==> config.mk <==
export PLATFORM = sky130hd
export DESIGN_NAME = noc_rr_arbiter
export DESIGN_NICKNAME = d
export VERILOG_FILES = /design/src/rtl/noc_arb_pkg.sv /design/src/rtl/noc_arb_timer.sv /design/src/rtl/noc_rr_arbiter.sv
export SDC_FILE = /design/constraint.sdc
export NUM_CORES = 1
export LEC_CHECK = 0
export ABC_AREA = 1
export ABC_CLOCK_PERIOD_IN_PS = 6070
export BUFFER_PORTS_ARGS = -buffer_cell sky130_fd_sc_hd__buf_4
export CORE_MARGIN = 5
export CORE_UTILIZATION = 45
export DETAILED_ROUTE_END_ITERATION = 8
export GPL_TIMING_DRIVEN = 0
export HOLD_SLACK_MARGIN = 0.05
export SYNTH_ARGS = -nofsm -noshare
export SYNTH_HDL_FRONTEND = slang
export SYNTH_SLANG_ARGS = --single-unit
==> constraint.sdc <==
create_clock -name clk -period 6.07 [get_ports clk]
set_input_delay 0.9105 -clock clk [delete_from_list [all_inputs] [get_ports clk]]
set_output_delay 0.9105 -clock clk [all_outputs]
set_load 0.03 [all_outputs]
==> src/rtl/noc_arb_pkg.sv <==
// Shared types and helpers for the NoC round-robin output-port arbiter.
package noc_arb_pkg;

    localparam int MAX_PORTS = 32;
    localparam int MAX_PW    = 5;
    localparam logic [2:0] DEF_HEADER_ID = 3'b001;

    typedef enum logic {
        ARB_IDLE,
        ARB_HOLD
    } arb_state_t;

    // First set bit of r in order p+1, p+2, ... wrapping at n; -1 when none.
    function automatic int rr_next(input logic [MAX_PORTS-1:0] r, input int n, input int p);
        logic [MAX_PW:0] idx;
        int              found;
        found = -1;
        for (int k = 1; k <= MAX_PORTS; k++) begin
            if (k <= n && found < 0) begin
                idx = (MAX_PW+1)'(p) + (MAX_PW+1)'(k);
                if (idx >= (MAX_PW+1)'(n)) idx = idx - (MAX_PW+1)'(n);
                if (r[idx[MAX_PW-1:0]]) found = int'(idx);
            end
        end
        return found;
    endfunction

endpackage

==> src/rtl/noc_arb_timer.sv <==
// Per-channel packet timeout: header-loaded limit and a saturating hold counter.
module noc_arb_timer #(
    parameter int LEN_W = 12
) (
    input  logic             clk,
    input  logic             rst,
    input  logic             load,
    input  logic [LEN_W-1:0] length,
    input  logic             run,
    input  logic             clear,
    output logic             expire
);

    logic [LEN_W-1:0] tlen;
    logic [LEN_W-1:0] count;

    always_ff @(posedge clk or negedge rst) begin
        if (!rst) begin
            tlen  <= '0;
            count <= '0;
        end else begin
            if (load) tlen <= length;
            if (clear) count <= '0;
            else if (run && count != '1) count <= count + 1'b1;
        end
    end

    // A zero limit disables the timeout; a saturated count can still match a max limit.
    assign expire = (tlen != '0) && (count == tlen);

endmodule

==> src/rtl/noc_rr_arbiter.sv <==
// Round-robin output-port arbiter with per-packet timeout and registered one-hot grant.
module noc_rr_arbiter
    import noc_arb_pkg::*;
#(
    parameter int NPORTS = 5,
    parameter int LEN_W  = 12,
    parameter int ID_W   = 3,
    parameter logic [ID_W-1:0] HEADER_ID = ID_W'(DEF_HEADER_ID)
) (
    input  logic                    clk,
    input  logic                    rst,
    input  logic [NPORTS-1:0]       req,
    input  logic [NPORTS*ID_W-1:0]  flit_id,
    input  logic [NPORTS*LEN_W-1:0] length,
    output logic [NPORTS-1:0]       grant,
    output logic [NPORTS-1:0]       timeout,
    output logic                    busy
);

    localparam int PW = (NPORTS > 1) ? $clog2(NPORTS) : 1;

    arb_state_t        state, state_nxt;
    logic [PW-1:0]     ptr, ptr_nxt;
    logic [NPORTS-1:0] grant_nxt, timeout_nxt, excl, expire;
    int                nxt;

    for (genvar i = 0; i < NPORTS; i++) begin : g_timer
        noc_arb_timer #(.LEN_W(LEN_W)) u_timer (
            .clk    (clk),
            .rst    (rst),
            .load   (flit_id[i*ID_W +: ID_W] == HEADER_ID),
            .length (length[i*LEN_W +: LEN_W]),
            .run    (grant_nxt[i]),
            .clear  (~grant_nxt[i]),
            .expire (expire[i])
        );
    end

    always_comb begin
        state_nxt   = ARB_IDLE;
        ptr_nxt     = ptr;
        grant_nxt   = '0;
        timeout_nxt = '0;
        excl        = '0;
        nxt         = -1;
        case (state)
            ARB_IDLE: nxt = rr_next(MAX_PORTS'(req), NPORTS, int'(ptr));
            ARB_HOLD: begin
                if (req[ptr] && !expire[ptr]) begin
                    nxt = int'(ptr);
                end else begin
                    // Holder sits out this decision only; a still-requesting holder timed out.
                    excl[ptr]        = 1'b1;
                    timeout_nxt[ptr] = req[ptr];
                    nxt = rr_next(MAX_PORTS'(req & ~excl), NPORTS, int'(ptr));
                end
            end
            default: ;
        endcase
        if (nxt >= 0) begin
            ptr_nxt            = PW'(nxt);
            grant_nxt[ptr_nxt] = 1'b1;
            state_nxt          = ARB_HOLD;
        end
    end

    always_ff @(posedge clk or negedge rst) begin
        if (!rst) begin
            state   <= ARB_IDLE;
            ptr     <= PW'(NPORTS - 1);
            grant   <= '0;
            timeout <= '0;
            busy    <= 1'b0;
        end else begin
            state   <= state_nxt;
            ptr     <= ptr_nxt;
            grant   <= grant_nxt;
            timeout <= timeout_nxt;
            busy    <= |grant_nxt;
        end
    end

endmodule
Yosys cells after proc, flatten, opt, wreduce, memory -nomap -nowiden
Cells that the tools add are included.
{ "word_totals": {"output_inout_bits": 11, "input_bits": 82, "register_bits": 135, "word_cells": 204} }
{ "classes": {"magnitude_cmp": 28, "reduce_logical": 20, "bitwise_logic": 4, "n_mux": 102, "n_addsub": 15, "eq_ne": 20} }
{ "op_table": {"columns": ["operator", "n"], "rows": [
  ["two-way mux 32 bit", 31],
  ["less-than comparator 32 x 1 -> 1 bit, second input constant", 8],
  ["two-way mux 6 bit", 28],
  ["two-way mux 12 bit", 10],
  ["one-hot mux 32 bit (2 select lines)", 1],
  ["adder 12 x 1 -> 12 bit, second input constant", 5],
  ["equality test 12 bit", 5],
  ["less-than comparator 5 x 6 -> 1 bit, second input constant", 10],
  ["!= test 12 bit, second input constant", 5],
  ["nonzero test 12 bit", 5],
  ["binary-select mux 1 bit (select 5 bit)", 10],
  ["bitwise AND 5 x 32 -> 32 bit", 1],
  [">= comparator 32 x 1 -> 1 bit, second input constant", 1],
  ["NOT 5 -> 32 bit", 1],
  ["subtractor 4 x 3 -> 5 bit, second input constant", 5],
  [">= comparator 4 x 3 -> 1 bit, second input constant", 5],
  ["equality test 3 x 1 -> 1 bit, second input constant", 5],
  ["two-way mux 1 bit", 15],
  ["two-way mux 5 bit", 3],
  ["logical AND 1 bit", 13],
  ["!= test 2 x 1 -> 1 bit, second input constant", 5],
  ["adder 3 x 2 -> 4 bit, second input constant", 2],
  ["adder 3 x 3 -> 4 bit, second input constant", 2],
  ["less-than comparator 3 x 4 -> 1 bit, second input constant", 2],
  ["other kinds (8)", 11]
]} }

Logic depth before layout (Yosys ltp)
Gate-level depths: netlist (run 1).
{ "logic_depth": {"depth_word": 61, "ltp_mapped": 25, "ltp_nobuf": 23} }

Modules after synthesis
From an unflattened synthesis (run 1), not the netlist that was laid out.
{ "unflattened": {"cells_unflattened": 1387, "area_unflattened_um2": 9666.8} }
{ "modules_own_cells": {"columns": ["mod", "area_each_um2", "seq_area_each_um2", "cells_each", "instances"], "rows": [
  ["noc_arb_timer", 1426.4, 600.6, 195, 5],
  ["noc_rr_arbiter", 2534.9, 376.6, 412, 1]
]} }

Worst setup path after synthesis (run 1)
OpenSTA, ideal clock, no wires.
{ "synth_timing": {"path_kind": "register to register", "startpoint": "register ptr[1]", "endpoint": "register grant[0]", "setup_time_ns": 0.127, "n_path_buf": 1, "path_stages_with_launch": 22, "slack_ns": 2.911, "arrival_ns": 3.031, "period_less_slack_ns": 3.159, "required_ns": 5.943, "cell_sequence": "dfrtp_1 > inv_1 > ha_1 > inv_2 > nand2_1 > nand3_1 > nand2_1 > inv_1 > nand2_1 > o21ai_1 > inv_1 > o211ai_1 > nand3_1 > nand2_1 > inv_1 > nand2_2 > nor2_1 > o21ai_2 > nand2_4 > nand2_2 > buf_4 > nor2_1"} }
{ "synth_via": {"elab_chain_cells": 32, "elab_cells_between_ends": 123, "cone_classes": "10 x add/sub; 18 x order compare; 89 x mux; 2 x bitwise; 4 x reduce/logical"} }
{ "synth_lines": {"columns": ["element", "line_no", "source"], "rows": [
  ["from (decl)", "noc_rr_arbiter.sv:23", "logic [PW-1:0] ptr, ptr_nxt;"],
  ["from (signal assigned)", "noc_rr_arbiter.sv:70", "ptr <= PW'(NPORTS - 1);"],
  ["from (signal assigned)", "noc_rr_arbiter.sv:76", "ptr <= ptr_nxt;"],
  ["branches (longest 26 deep; another with less-than comparator 32 x 1 -> 1 bit)", null, null],
  ["one-hot mux 32 bit (2 select lines) *", "noc_rr_arbiter.sv:46", "case (state)"],
  ["branches (longest 4 deep; another with >= comparator 32 x 1 -> 1 bit)", null, null],
  ["two-way mux 5 bit *", "noc_rr_arbiter.sv:60", "if (nxt >= 0) begin"],
  ["via g_timer[0].u_timer.run", "noc_arb_timer.sv:9", "input logic run,"],
  ["to (signal assigned)", "noc_rr_arbiter.sv:77", "grant <= grant_nxt;"],
  ["to (decl)", "noc_rr_arbiter.sv:15", "output logic [NPORTS-1:0] grant,"]
]} }
Mark *: on every way through the listed nets, which the timed path passes. The select of a mux whose other input is x is not followed.
A chain may end at the register's enable or synchronous reset.

Final worst setup path (run 1)
{ "layout_timing": {"startpoint": "register ptr[1]", "endpoint": "register g_timer[2].u_timer.count[3]"} }
{ "layout_via": {"elab_chain_cells": 34, "elab_cells_between_ends": 126, "cone_classes": "10 x add/sub; 18 x order compare; 1 x eq/ne; 90 x mux; 2 x bitwise; 5 x reduce/logical"} }
{ "layout_lines": {"columns": ["element", "line_no", "source"], "rows": [
  ["branches (longest 26 deep; another with less-than comparator 32 x 1 -> 1 bit)", null, null],
  ["one-hot mux 32 bit (2 select lines) *", "noc_rr_arbiter.sv:46", null],
  ["branches (longest 4 deep; another with >= comparator 32 x 1 -> 1 bit)", null, null],
  ["two-way mux 5 bit *", "noc_rr_arbiter.sv:60", null],
  ["logical AND 1 bit", "noc_arb_timer.sv:24", "else if (run && count != '1) count <= count + 1'b1;"],
  ["!= test 2 x 1 -> 1 bit (no line)", null, null],
  ["to (signal assigned)", "noc_arb_timer.sv:24", null],
  ["to (decl)", "noc_arb_timer.sv:15", "logic [LEN_W-1:0] count;"]
]} }
Every way passes the cells marked *. The select of a mux whose other input is x is not followed.

==> run summary, run 1 <==
Register bit total from synthesis - 135
Maximum capacitance violations - 0
Synthesized Nets - 1185
Vias in the first global route - 7208
# H-tree levels - 4
Multiplexer share of the synthesized area - 0.04754
Number of DRC markers in iteration 0 - 400
Reg2Reg Launch Point - ptr[1]
FF-to-FF setup slack - 1710 ps
Synth cell types - 45
Clock-pin slew on the worst setup and hold paths - 60 ps
WP data arrival - 4710 ps
Compound-Gate Fraction of Synth Area - 0.08960
Pins Over Slew Limit - 0
Final worst-path setup slack - 1706 ps
Via density - 5.123
Residual DRC count - 0
WS Path Type - register to register
Gr busiest metal - met2
Mapped cell area - 0.008448 mm^2
Clock Sinks - 135
Period minus WS final - 4364 ps
Initial core utilization - 0.4547
Sum Neg Setup Slack - 0 ps
Worst Max-Slew Pin Slew - 667.6 ps
Sequential cell area fraction in the yosys report - 0.4000
Placed inst area - 0.009463 mm^2
Post-CTS sizing - 0
Async S/R FF share, synth - 1.000
Largest family of logic cells by synthesized area - simple AND/OR/NAND/NOR gates
RSZ-0062 raised after global routing - false
Clk Tree Root Cell - clkbuf_16
Ant. Diodes - 0
Sequential cell area - 0.003379 mm^2
Status - finished, final reports clean
R2r endpoint - g_timer[2].u_timer.count[3]
Gr usage total - 0.1943
Dpl ws - 1805 ps
HP Class - input port to async pin
Core ar. - 0.01858 mm^2
CTS tree - built
Fill count - 1825
Chip height - 147.0 um
Grt met2 use - 0.3012
Share of cells above drive strength 1 - 0.1893
Die X - 147.0 um
Multi-input combinational cell area - 0.004454 mm^2
Met3 Usage GRT - 0.04627
Placer congestion estimate - 0.9442
Synth warn - 0
Commonest cells after routing, fill and taps aside - 206 x nand2_1, 134 x dfrtp_1, 132 x nor2_1
Crit path to - g_timer[2].u_timer.count[3]
Hpwl dp - 15410 um
Final setup violation count - 0
Final wirelength - 20200 um
IO buf count - 92
Final Hold Vio Count - 0
FP Rows - 50
Ports - 93
Final Instance Area - 0.01006 mm^2
Largest net degree at the start of global routing - 93
Vias - 7397
Critical Path Sink Type - register
Fraction of the mapped netlist area in simple logic gates - 0.3076
R2r worst-path depth - 22
Worst-path fanout max - 12
Post-CTS Setup Bufs - 0
Max Freq - 229.2 MHz
Gate Count Post-Synth - 1085
LEAKAGE - 4.685 nW
Grt total ovfl - 0
Initial antenna violation count - 0
Final Util - 0.5412
Req. time, crit path - 6410 ps
Drt wl/cell - 13.99 um
Commonest non-fill, non-tap cell in the layout - nand2_1
First-pass detailed-route iteration total - 5
Synth Area in Adders - 0.02755
Critical Path Source - ptr[1]
CTS max path bufs - 2
Synth Area in XOR/XNOR - 0.05495
Final Skew - 10.21 ps
Full die area - 0.02161 mm^2
Area grow syn2layout - 19.03%
Clk Latency, worst-skew pair - 420 ps
Maximum vdd drop - 0.5527 mV
Hold_buf cts - 0
Pwr/cell area - 618.4 mW/mm^2
Syn Area/Cell - 7.786 um^2
Number of routed nets with antenna violations - 0
Post-synth EDFFs - 0
Final Cycle Share - 0.7189
Post-layout nets - 1297
CTS buffer count - 17
Startpoint types - register
First-pass GRT wire length - 34850 um
Met1 Use GR - 0.2762
Relative slew slack - 0.5502
Top_reg_cell synth - dfrtp_1
==> sequential cells by signal, summed over array words and instances (netlist names) <==
signal                 cells
busy                       1
g_timer.u_timer.count     60
g_timer.u_timer.tlen      60
grant                      5
ptr                        3
state                      1
timeout                    5
==> per-layer routing <==
layer	vias up	share of wire	routed length, um
li1	3832	-	-
met1	3392	0.49	9977
met2	155	0.44	8932
met3	18	0.052	1045
met4	0	0.012	242
met5	-	0	0
==> final cells by class <==
class                           count  area share
Buffer                             22     0.01082
Clock buffer                       18     0.04268
Clock inverter                     14     0.01630
Inverter                          134     0.05027
Multi-Input combinational cell    794      0.4430
Sequential cell                   135      0.3361
Tap cell                          234     0.02912
Timing Repair Buffer               93     0.07179
==> Yosys cell counts, types with 5 or more instances <==
master    number  share of area
buf_4          5         0.0044
nor3_1        22          0.013
buf_2          6         0.0036
o21ai_1        9         0.0053
o211ai_1       8         0.0071
ha_1          17          0.025
clkbuf_1      11         0.0049
or3b_2         5         0.0052
nor4_1        16          0.012
xor2_1        33          0.034
nor2_1       132          0.059
dfrtp_1      134           0.40
o21ai_0       44          0.026
a21oi_1       49          0.029
nand4_1       28          0.021
nand2_2       10         0.0074
xnor2_1       20          0.021
inv_2          6         0.0027
nand2_1      206          0.092
o22ai_1       10         0.0074
nand3_1       99          0.059
nor3_2        19          0.023
mux2_2        33          0.044
inv_1        127          0.056
==> worst min path at each step <==
stage / startpoint / endpoint / slack [ps] / cells after the start
3_3_place_gp: g_timer[1].u_timer.tlen[3] / g_timer[1].u_timer.tlen[3] / 520 / 2
3_5_place_dp: g_timer[1].u_timer.tlen[3] / g_timer[1].u_timer.tlen[3] / 530 / 2
2_1_floorplan: g_timer[4].u_timer.tlen[4] / g_timer[4].u_timer.tlen[4] / 500 / 2
4_1_cts: rst / g_timer[2].u_timer.tlen[6] / 410 / 1
6_report: rst / g_timer[2].u_timer.tlen[10] / 400 / 1
5_1_grt: rst / g_timer[2].u_timer.tlen[10] / 420 / 1
==> power breakdown <==
part / total, mW / leakage, nW / internal [mW] / switching [mW]
clock network: 1.05 / 0.286 / 0.617 / 0.432
logic: 3.99 / 2.70 / 1.20 / 2.79
registers: 1.18 / 1.70 / 1.06 / 0.128
total: 6.22 / 4.68 / 2.87 / 3.35
==> worst max-delay path: stages (launching register included) <==
cell      delay (ps)
dfrtp_1          740
inv_1            430
ha_1             490
inv_2            160
nand2_1          130
nand3_1          130
nand2_1           50
inv_1             90
nand2_1          110
o21ai_1          410
inv_1            160
o211ai_1         120
nand3_1           90
nand2_1          110
inv_1             90
nand2_2          100
nand2_1           50
nor2_1            90
nor2_1            50
a21oi_1          130
nand3_1          200
buf_2            250
nor2_1           100
==> per-stage QoR <==
step / hold WS (ps) / power, mW / instances
after floorplan: 499.1 / 4.182 / 1085
after global placement: 524.9 / 5.151 / 1411
after detailed placement: 534.0 / 5.170 / 1412
after CTS: 412.3 / 6.246 / 1444
after global routing: 422.4 / 6.820 / 1444
final: 396.9 / 6.219 / 1444
==> cell families (layout without fill, tap and decap cells) <==
logic type | count (synthesis) | in the layout
compound gates | 133 | 133
xor+xnor | 53 | 53
fa+ha+maj | 18 | 18
buf+inv | 156 | 281
flops | 135 | 135
mux | 36 | 36
simple gates | 554 | 554
Power figures use the tool's default switching activity.
==> inputs of run 2 (changes only) <==
--- a/config.mk
+++ b/config.mk
@@ -5,14 +5,15 @@
 export SDC_FILE = /design/constraint.sdc
 export NUM_CORES = 1
 export LEC_CHECK = 0
-export ABC_AREA = 1
-export ABC_CLOCK_PERIOD_IN_PS = 6070
+export ABC_AREA = 0
+export ABC_CLOCK_PERIOD_IN_PS = 3550
 export BUFFER_PORTS_ARGS = -buffer_cell sky130_fd_sc_hd__buf_4
 export CORE_MARGIN = 5
 export CORE_UTILIZATION = 45
 export DETAILED_ROUTE_END_ITERATION = 8
 export GPL_TIMING_DRIVEN = 0
 export HOLD_SLACK_MARGIN = 0.05
+export PLACE_DENSITY = 0.66
 export SYNTH_ARGS = -nofsm -noshare
 export SYNTH_HDL_FRONTEND = slang
 export SYNTH_SLANG_ARGS = --single-unit
==> constraint.sdc (replaced) <==
create_clock -name clk -period 3.55 [get_ports clk]
set_input_delay 0.5325 -clock clk [delete_from_list [all_inputs] [get_ports clk]]
set_output_delay 0.5325 -clock clk [all_outputs]
set_load 0.03 [all_outputs]
==> run 2 against run 1 <==
Effect of this change: the run now ends with setup timing left; routed wire length up 44%; flip-flop and latch count unchanged; die area up 5.8%; worst hold slack worse by 300 ps; critical path depth down 5; sequential share of layout area down 7.0 points; synthesized cell count down 15%; highest routed layer unchanged.
==> run summary, run 2 <==
Status - complete, but fails checks
Failing checks - setup timing
Post-layout nets - 1215 (-6.3%)
CP max stage cell - dfstp_2
Synth top area cells - dfrtp_1 37%, mux2_2 7.8%, xor2_1 7.4%, xnor2_1 3.1%, nor4_1 2.8%
Clock Sinks - 135 (unchanged)
Maximum capacitance violations - 0 (unchanged)
Req. time, crit path - 3850 ps (-2560 ps)
Relative slew slack - 0.5155 (-0.03476)
Clock-pin slew on the worst setup and hold paths - 60 ps (about the same)
Chip height - 151.2 um (+2.8%)
CTS max path bufs - 2 (unchanged)
Number of routed nets with antenna violations - 0 (unchanged)
Initial antenna violation count - 0 (unchanged)
Worst-path fanout max - 10 (-2)
First-pass detailed-route iteration total - 5 (unchanged)
Layout Cells excl Fill - 1392 (-3.6%)
Core ar. - 0.01953 mm^2 (+5.1%)
Sum Neg Setup Slack - -30740 ps (-30740 ps)
Sequential cell area fraction in the yosys report - 0.3767 (-0.02332)
Syn Area/Cell - 9.698 um^2 (+25%)
Period minus WS final - 4128 ps (-235.3 ps)
Die X - 151.2 um (+2.8%)
Gate Count Post-Synth - 925 (-15%)
Share of cells above drive strength 1 - 0.3940 (+0.2047)
Pins Over Slew Limit - 0 (unchanged)
Final setup violation count - 69 (+69)
Synth cell types - 88 (+96%)
IO buf count - 91 (-1.1%)
Worst Max-Slew Pin Slew - 723.4 ps (+55.81 ps)
Full die area - 0.02286 mm^2 (+5.8%)
WS Path Type - register to register
Critical Path Sink Type - register
Async S/R FF share, synth - 1.000 (unchanged)
Top_reg_cell synth - dfrtp_1
Register bit total from synthesis - 135 (unchanged)
Top cell type by total area after synthesis - dfrtp_1
Largest net degree at the start of global routing - 70 (-25%)
Final Hold Vio Count - 0 (unchanged)
Synthesized Nets - 1025 (-14%)
Vias - 8552 (+16%)
Startpoint types - register
Final Skew - 10.64 ps (+0.4388 ps)
First-pass GRT wire length - 45060 um (+29%)
Sequential cell area - 0.003381 mm^2 (about the same)
Max Freq - 242.2 MHz (+5.7%)
CTS buffer count - 17 (unchanged)
Most common cell in the synthesized netlist - dfrtp_1
Commonest cells after routing, fill and taps aside - 149 x buf_4, 133 x dfrtp_1, 76 x xor2_1
Cell Chain, Critical Path - buf_6, buf_12, buf_12, clkinvlp_4, buf_12, ha_4, or3_4, a211oi_4, buf_4, a41oi_4, or4b_4, o22a_1, a21o_1, a41oi_4, nand2_4, buf_6, nor3_1
Residual DRC count - 0 (unchanged)
Ant. Diodes - 0 (unchanged)
Initial core utilization - 0.4594 (+0.004759)
Hpwl dp - 18400 um (+19%)
Final worst-path setup slack - -578.2 ps (-2285 ps)
Worst path max stage delay - 560 ps (-180 ps)
Placer congestion estimate - 0.9245 (-2.1%)
FP Rows - 51 (+2.0%)
Final wirelength - 29020 um (+44%)
Largest regs - g_timer.u_timer.count: 60 flops, g_timer.u_timer.tlen: 60 flops
Area grow syn2layout - 41.45%
Top cell type's share of synthesized area - 0.3738 (-0.02314)
Cell mode on critical path - buf_12
Fill count - 1506 (-17%)
Placed cell count - 1282 (-9.2%)
CTS tree - built
Clk Latency, worst-skew pair - 420 ps (about the same)
RSZ-0062 raised after global routing - true
Hold_buf cts - 0 (unchanged)
WP data arrival - 4430 ps (-280 ps)
# H-tree levels - 4 (unchanged)
Commonest non-fill, non-tap cell in the layout - buf_4
Clk Tree Root Cell - clkbuf_16
Via density - 6.144 (+20%)
Synth cell count leaders - 134 x dfrtp_1, 76 x xor2_1, 62 x mux2_2
Drt wl/cell - 20.85 um (+49%)
Synth warn - 0 (unchanged)
Grt total ovfl - 0 (unchanged)
Mapped cell area - 0.008971 mm^2 (+6.2%)
Ports - 93 (unchanged)
Multi-input combinational cell area - 0.006264 mm^2 (+41%)
Vias in the first global route - 8474 (+18%)
Gr usage total - 0.2515 (+0.05715)
Final Cycle Share - 1.163 (+0.4440)
Post-synth EDFFs - 0 (unchanged)
Number of DRC markers in iteration 0 - 737 (+84%)
HP Class - input port to async pin
## run 2: cell types whose count changed in the layout (fill, tap and decap cells not counted), sizes merged, moves of 29 or more
cell   before  now
inv       141    9
buf       104  202
xor2       33   76
nand2     218   53
mux2       33   62
nor2      135   52
nand3     103   46
nor4       16   52
## run 2: cells by family after synthesis
logic type | count (synthesis) | synth area share
xor+xnor | 108 | 0.1054
fa+ha+maj | 18 | 0.02594
flops | 135 | 0.3767
compound gates | 163 | 0.1365
mux | 72 | 0.09038
simple gates | 368 | 0.2303
buf+inv | 61 | 0.03473
## run 2: area by class of cell
class | count | share of cell area
multi-input combinational | 730 | 0.4936
sequential | 135 | 0.2664
timing repair buffer | 174 | 0.1252
buffer | 46 | 0.03767
clock buffer | 21 | 0.03707
tap | 265 | 0.02613
clock inverter | 10 | 0.009466
inverter | 11 | 0.004437
## run 2: worst max-delay path: cells and delay by family, from the launching register on
family / cells / cell delay (ps)
DFF: 1 / 560
buffers and inverters: 7 / 1020
and+or+nand+nor: 4 / 1320
adders and majority gates: 1 / 180
AOI/OAI and AO/OA: 5 / 940
## run 2: repair_timing
action | CTS | global route
gates cloned | 7 | 4
endpoints found under the setup margin | 70 | 70
pin swaps | 54 | 25
resized for setup | 170 | 64
setup buffers | 64 | 10
## run 2: per-stage QoR
step,area (um^2),utilization,hold slack (ps),setup slack [ps]
floorplan,9101,-,236.9,-186.1
detailed placement,10150,0.5197,540.4,-1372
global placement,10120,0.5181,539.6,-1451
global route,12690,0.6499,153.3,-663.6
CTS,12250,0.6272,118.9,-367.2
finish,12690,0.6499,96.90,-578.2
## run 2: worst paths after layout
| path | from | slack, ps | end | cells after the start |
|---|---|---|---|---|
| setup / recovery | ptr[2] | -580 | grant[0] | 17 |
| hold / removal | rst | 100 | g_timer[3].u_timer.tlen[11] | 1 |
| setup reg to reg | ptr[2] | -580 | grant[0] | 17 |
| hold reg to reg | g_timer[4].u_timer.tlen[11] | 550 | g_timer[4].u_timer.tlen[11] | 1 |
| max in group asynchronous | rst | 2680 | ptr[2] | 2 |
| min in group clk | length[53] | 340 | g_timer[4].u_timer.tlen[5] | 2 |
## run 2: layer usage
layer / global-route usage / vias to the layer above / wire (um)
li1: - / 3836 / -
met1: 0.3314 / 4146 / 11990
met2: 0.4043 / 448 / 13580
met3: 0.05326 / 122 / 2395
met4: 0.1011 / 0 / 1057
met5: 0 / - / 0
Power of run 2 is not shown: default switching activity piles up to over one toggle a cycle in this logic, so the estimate is an artifact.
